===== src/rtl/board_io_pkg.sv =====
// Board-level I/O constants shared by the switch conditioning stage and top.
// Switch/LED widths and the debounce window for the 50 MHz system clock.
package board_io_pkg;

    localparam int SWITCH_COUNT           = 6;
    localparam int DEBOUNCE_10MS_AT_50MHZ = 500000;

endpackage : board_io_pkg


===== src/rtl/debounce_bit.sv =====
// One switch bit: two-flop synchroniser, agreement counter and stable level,
// with registered single-cycle rise/fall strobes on each accepted change.
module debounce_bit #(
    parameter int DEBOUNCE_CYCLES = 4,
    parameter int CNT_W           = $clog2(DEBOUNCE_CYCLES)
) (
    input  logic clk,
    input  logic rst_n,
    input  logic sw,
    output logic db,
    output logic rise,
    output logic fall
);

    localparam logic [CNT_W-1:0] CNT_LAST = CNT_W'(DEBOUNCE_CYCLES - 1);

    (* ASYNC_REG = "TRUE" *) logic s1_reg;
    (* ASYNC_REG = "TRUE" *) logic s2_reg;

    logic             stable_reg, stable_next;
    logic [CNT_W-1:0] cnt_reg, cnt_next;
    logic             rise_reg, rise_next;
    logic             fall_reg, fall_next;
    logic             differs;
    logic             accept;

    // The counter only ever reaches CNT_LAST, where an accept clears it,
    // so it cannot wrap.
    always_comb begin
        stable_next = stable_reg;
        cnt_next    = cnt_reg;
        rise_next   = 1'b0;
        fall_next   = 1'b0;
        differs     = (s2_reg != stable_reg);
        accept      = differs && (cnt_reg == CNT_LAST);

        if (!differs) begin
            cnt_next = '0;
        end else if (accept) begin
            stable_next = s2_reg;
            cnt_next    = '0;
            rise_next   = s2_reg;
            fall_next   = ~s2_reg;
        end else begin
            cnt_next = cnt_reg + CNT_W'(1);
        end
    end

    always_ff @(posedge clk or negedge rst_n) begin
        if (!rst_n) begin
            s1_reg     <= 1'b0;
            s2_reg     <= 1'b0;
            stable_reg <= 1'b0;
            cnt_reg    <= '0;
            rise_reg   <= 1'b0;
            fall_reg   <= 1'b0;
        end else begin
            s1_reg     <= sw;
            s2_reg     <= s1_reg;
            stable_reg <= stable_next;
            cnt_reg    <= cnt_next;
            rise_reg   <= rise_next;
            fall_reg   <= fall_next;
        end
    end

    assign db   = stable_reg;
    assign rise = rise_reg;
    assign fall = fall_reg;

endmodule : debounce_bit


===== src/rtl/switch_debouncer.sv =====
// Synchronises and debounces the board slide switches; each bit is handled
// by an independent debounce_bit, with outputs indexed [WIDTH:1].
module switch_debouncer
    import board_io_pkg::*;
#(
    parameter int WIDTH           = SWITCH_COUNT,
    parameter int DEBOUNCE_CYCLES = DEBOUNCE_10MS_AT_50MHZ,
    parameter int CNT_W           = $clog2(DEBOUNCE_CYCLES)
) (
    input  logic             clk,
    input  logic             rst_n,
    input  logic [WIDTH:1]   Switch,
    output logic [WIDTH:1]   Switch_db,
    output logic [WIDTH:1]   Rise,
    output logic [WIDTH:1]   Fall
);

    genvar gi;
    generate
        for (gi = 1; gi <= WIDTH; gi++) begin : g_bit
            debounce_bit #(
                .DEBOUNCE_CYCLES (DEBOUNCE_CYCLES),
                .CNT_W           (CNT_W)
            ) u_bit (
                .clk   (clk),
                .rst_n (rst_n),
                .sw    (Switch[gi]),
                .db    (Switch_db[gi]),
                .rise  (Rise[gi]),
                .fall  (Fall[gi])
            );
        end
    endgenerate

endmodule : switch_debouncer


===== config.mk =====
export PLATFORM = sky130hd
export DESIGN_NAME = switch_debouncer
export DESIGN_NICKNAME = d
export VERILOG_FILES = /design/src/rtl/board_io_pkg.sv /design/src/rtl/debounce_bit.sv /design/src/rtl/switch_debouncer.sv
export SDC_FILE = /design/constraint.sdc
export NUM_CORES = 1
export LEC_CHECK = 0
export CORE_AREA = 2 2 119 121
export CTS_CLUSTER_SIZE = 14
export DETAILED_ROUTE_END_ITERATION = 8
export DIE_AREA = 0 0 121 123
export DONT_BUFFER_PORTS = 1
export HOLD_SLACK_MARGIN = 0.05
export PLACE_DENSITY = 0.66
export SLEW_MARGIN = 20
export SYNTH_ARGS = -nofsm -noshare
export SYNTH_HDL_FRONTEND = slang
export SYNTH_HIERARCHICAL = 1
export SYNTH_SLANG_ARGS = --single-unit

===== constraint.sdc =====
create_clock -name clk -period 3.75 [get_ports clk]
set_clock_uncertainty 0.1 [all_clocks]
set_input_delay 0.375 -clock clk [delete_from_list [all_inputs] [get_ports clk]]
set_output_delay 0.375 -clock clk [all_outputs]
set_load 0.03 [all_outputs]

==> summary.txt <==
Clocking
  – H-tree Lvls: 4
  – CTS Sinks: 144
  – Setup repair bufs after CTS: 0
  – CTS hold repair buffers: 6
  – Clock root buffer: clkbuf_16
  – CTS Buf Count: 17
  – TritonCTS clock tree: yes
  – CTS Buffer Depth: 2
  – Clock slew at reported path FFs: ~60 ps
  – Post_cts resized: 0
  – Clk_lat worst skew: between 400 and 500 ps

Worst setup path
  – Crit path from: g_bit[2].u_bit/cnt_reg[0]
  – Data required, critical path: around 4000 ps
  – FF-to-FF path depth: 4
  – FF-to-FF End: g_bit[2].u_bit/cnt_reg[14]
  – Crit path cell chain: ha_1 -> nand4_2 -> o21ai_2 -> nor2_1
  – R2r setup slk: 1780 ps
  – Crit end category: register
  – Crit path max fanout: 17
  – Setup CP Type: reg2reg
  – FF-to-FF Start: g_bit[2].u_bit/cnt_reg[0]
  – Worst path max stage delay: 680 ps
  – Crit-path slowest cell: o21ai_2
  – Crit path DAT: between 2000 and 2500 ps
  – Crit start category: register
  – Worst Setup EP: g_bit[2].u_bit/cnt_reg[14]

Synth
  – Netlist cell types: 30
  – Cells after synthesis: 642
  – Cell taking the most area after synthesis: dfrtp_1
  – Cell area after synthesis: roughly 0.007 mm^2
  – Synth area leaders: dfrtp_1 51%, xnor2_1 7.5%, nor2_1 4.8%
  – Post-synth EDFFs: 0
  – Most frequent cells after synthesis: 144 x dfrtp_1, 90 x nor2_1, 60 x xnor2_1
  – Dominant synthesized flop cell: dfrtp_1
  – Sequential share of the synthesized area: 51.28%
  – Syn_area_per_cell: 10.95 um^2
  – #FFs+latches synth: between 100 and 150
  – Synth warn: 6
  – Area share of the leading cell type in the synthesized netlist: 51.28%
  – Synth async-reset ratio: 100.0%
  – Most frequent cell after synthesis: dfrtp_1
  – Syn_nets: 656

Power
  – VDD IR max: 0.0002943 V
  – Sw Share: 21.15%
  – Switching Power: 719.6 uW
  – Flop pwr share: 47.0%
  – LEAKAGE: 3.353 nW
  – Combinational power share: approximately 1.9%
  – Pwr Density: approximately 430 mW/mm^2
  – Internal power: 2.683 mW
  – Clock Power Share: 51.1%
  – Total Power: 3.403 mW

Detailed routing
  – DRC viols: 0
  – DR vias/cell: between 5 and 6
  – Final ANT Viol Nets: 0
  – Vias: 4786
  – Pre-antenna DRT Iters: 7
  – Post-Route WL: approximately 13000 um
  – WL per Instance: 14.98 um
  – DRT iter0 DRCs: between 200 and 300

Run status
  – Status: finished with violations
  – Failing checks: negative hold slack

Global route
  – M1 GR Usage: 24.53%
  – Met3 Use GR: under 10%
  – Initial antenna violation count: 0
  – Met2 usage: around 30%
  – GRT busiest layer: met2
  – Grt total ovfl: 0
  – Largest net degree at the start of global routing: around 150
  – First-pass GRT wire length: 22190 um
  – Total GRT Usage: around a fifth
  – Vias in the first global route: 4686

Flow run
  – Max-cap violations: 0

Timing
  – Slew HR: between 50% and 60%
  – Crit share post-route: 52.52%
  – Worst setup margin: 1780 ps
  – RSZ-0062 raised after global routing: no
  – Crit path time final: 1970 ps
  – Fmax: 507.7 MHz
  – Hold Vio Cnt, Final: 144
  – Slew Viols, Final: 0
  – Hold slack: -459.7 ps
  – Fin Setup TNS: 0 ps
  – Worst-margin pin slew: 735.1 ps
  – # setup viols final: 0

Layout
  – Final Core Density: 58.01%
  – # fillers: 1108
  – Largest register FFs: 114
  – FF+latch area: 0.003603 mm^2
  – # diodes: 0
  – Area of the multi-input gates: 0.003281 mm^2
  – Layout area overhead: 12.38%
  – Design Area, Final: between 0.007 and 0.008 mm^2
  – # nets final: 675
  – Layout cells sized above 1: 13.50%

Place
  – Cell Area, Placed: 0.007222 mm^2
  – Dpl ws: 1785 ps
  – Placer's final routability congestion estimate: 0.8592
  – Port buffer count: 0
  – Hpwl dp: 8306 um

Floorplan
  – Top Ports: 26
  – Cell row count: between 40 and 50
  – Die span in y: 123 um
  – Die X: roughly 120 um
  – Die area: roughly 0.015 mm^2
  – Core Area: about 0.014 mm^2
  – Initial Util: 51.62%

Worst hold path
  – Worst hold path type: in2async
## how the worst min path moves through the flow
stage                     depth (start not counted)  slack, ps                         end
after global placement                            0        -20  g_bit[2].u_bit/cnt_reg[11]
final                                             0       -460  g_bit[2].u_bit/cnt_reg[13]
after CTS                                         0       -470  g_bit[2].u_bit/cnt_reg[13]
after detailed placement                          0        -20  g_bit[2].u_bit/cnt_reg[11]
after global routing                              0       -480   g_bit[2].u_bit/cnt_reg[3]
after floorplan                                   0        -20   g_bit[1].u_bit/cnt_reg[0]
## area by class of cell
type,instances,share of cell area [%]
flip-flops and latches,144,45.63
well taps,180,2.852
inverters,30,1.426
multi-input cells,462,41.55
repair buffers,6,0.7606
clock buffers,20,5.784
clock inverters,12,1.997
## layout by cell type (no fill, tap or decap), types with 12 or more instances in the layout
cell,count
a21oi_1,24
a31o_2,12
and2_1,12
and4b_1,12
clkbuf_16,17
dfrtp_1,144
inv_1,30
nand2_1,36
nand3_1,24
nand4_1,30
nor2_1,90
nor3_1,18
nor3b_1,12
nor4_1,18
nor4_4,12
xnor2_1,60
xor2_1,24
## cells by family (layout without fill, tap and decap cells)
group           count (synthesis)  in the layout  synth area share, %
compound gates                 48             48                4.380
fa+ha+maj                       6              6                1.068
mux                             6              6               0.9615
flops                         144            144                51.28
buf+inv                        36             68                2.030
xor+xnor                       84             84                10.47
simple gates                  318            318                29.81
## metrics by stage
| step | std cells | hold slack (ps) |
|---|---|---|
| after CTS | 854 | -473.5 |
| after floorplan | 642 | -20.59 |
| after global placement | 816 | -16.36 |
| after global routing | 854 | -479.6 |
| final | 854 | -459.7 |
| after detailed placement | 816 | -16.20 |
## worst max-delay path, delay by kind of cell, from the launching register on
kind / cells / cell delay [ps]
AO/OA/AOI/OAI: 1 / 680
AND/OR/NAND/NOR: 2 / 400
flip-flops: 1 / 380
adder cells (fa/ha/maj): 1 / 250
## metal layers
layer  vias to the layer above  part of all wire [%]
li1                       2320                     -
met1                      2377                    47
met2                        74                    48
met3                        15                   3.5
met4                         0                   1.5
met5                         -                     0
## power by group through the flow
stage          Clock (mW)  Sequential (mW)  Combinational (mW)
2_1_floorplan           0             1.62              0.0479
3_3_place_gp            0             1.63              0.0571
3_5_place_dp            0             1.63              0.0581
4_1_cts              1.78             1.60              0.0642
5_1_grt              1.86             1.60              0.0730
6_report             1.74             1.60              0.0635
(Power assumes the default switching activity.)
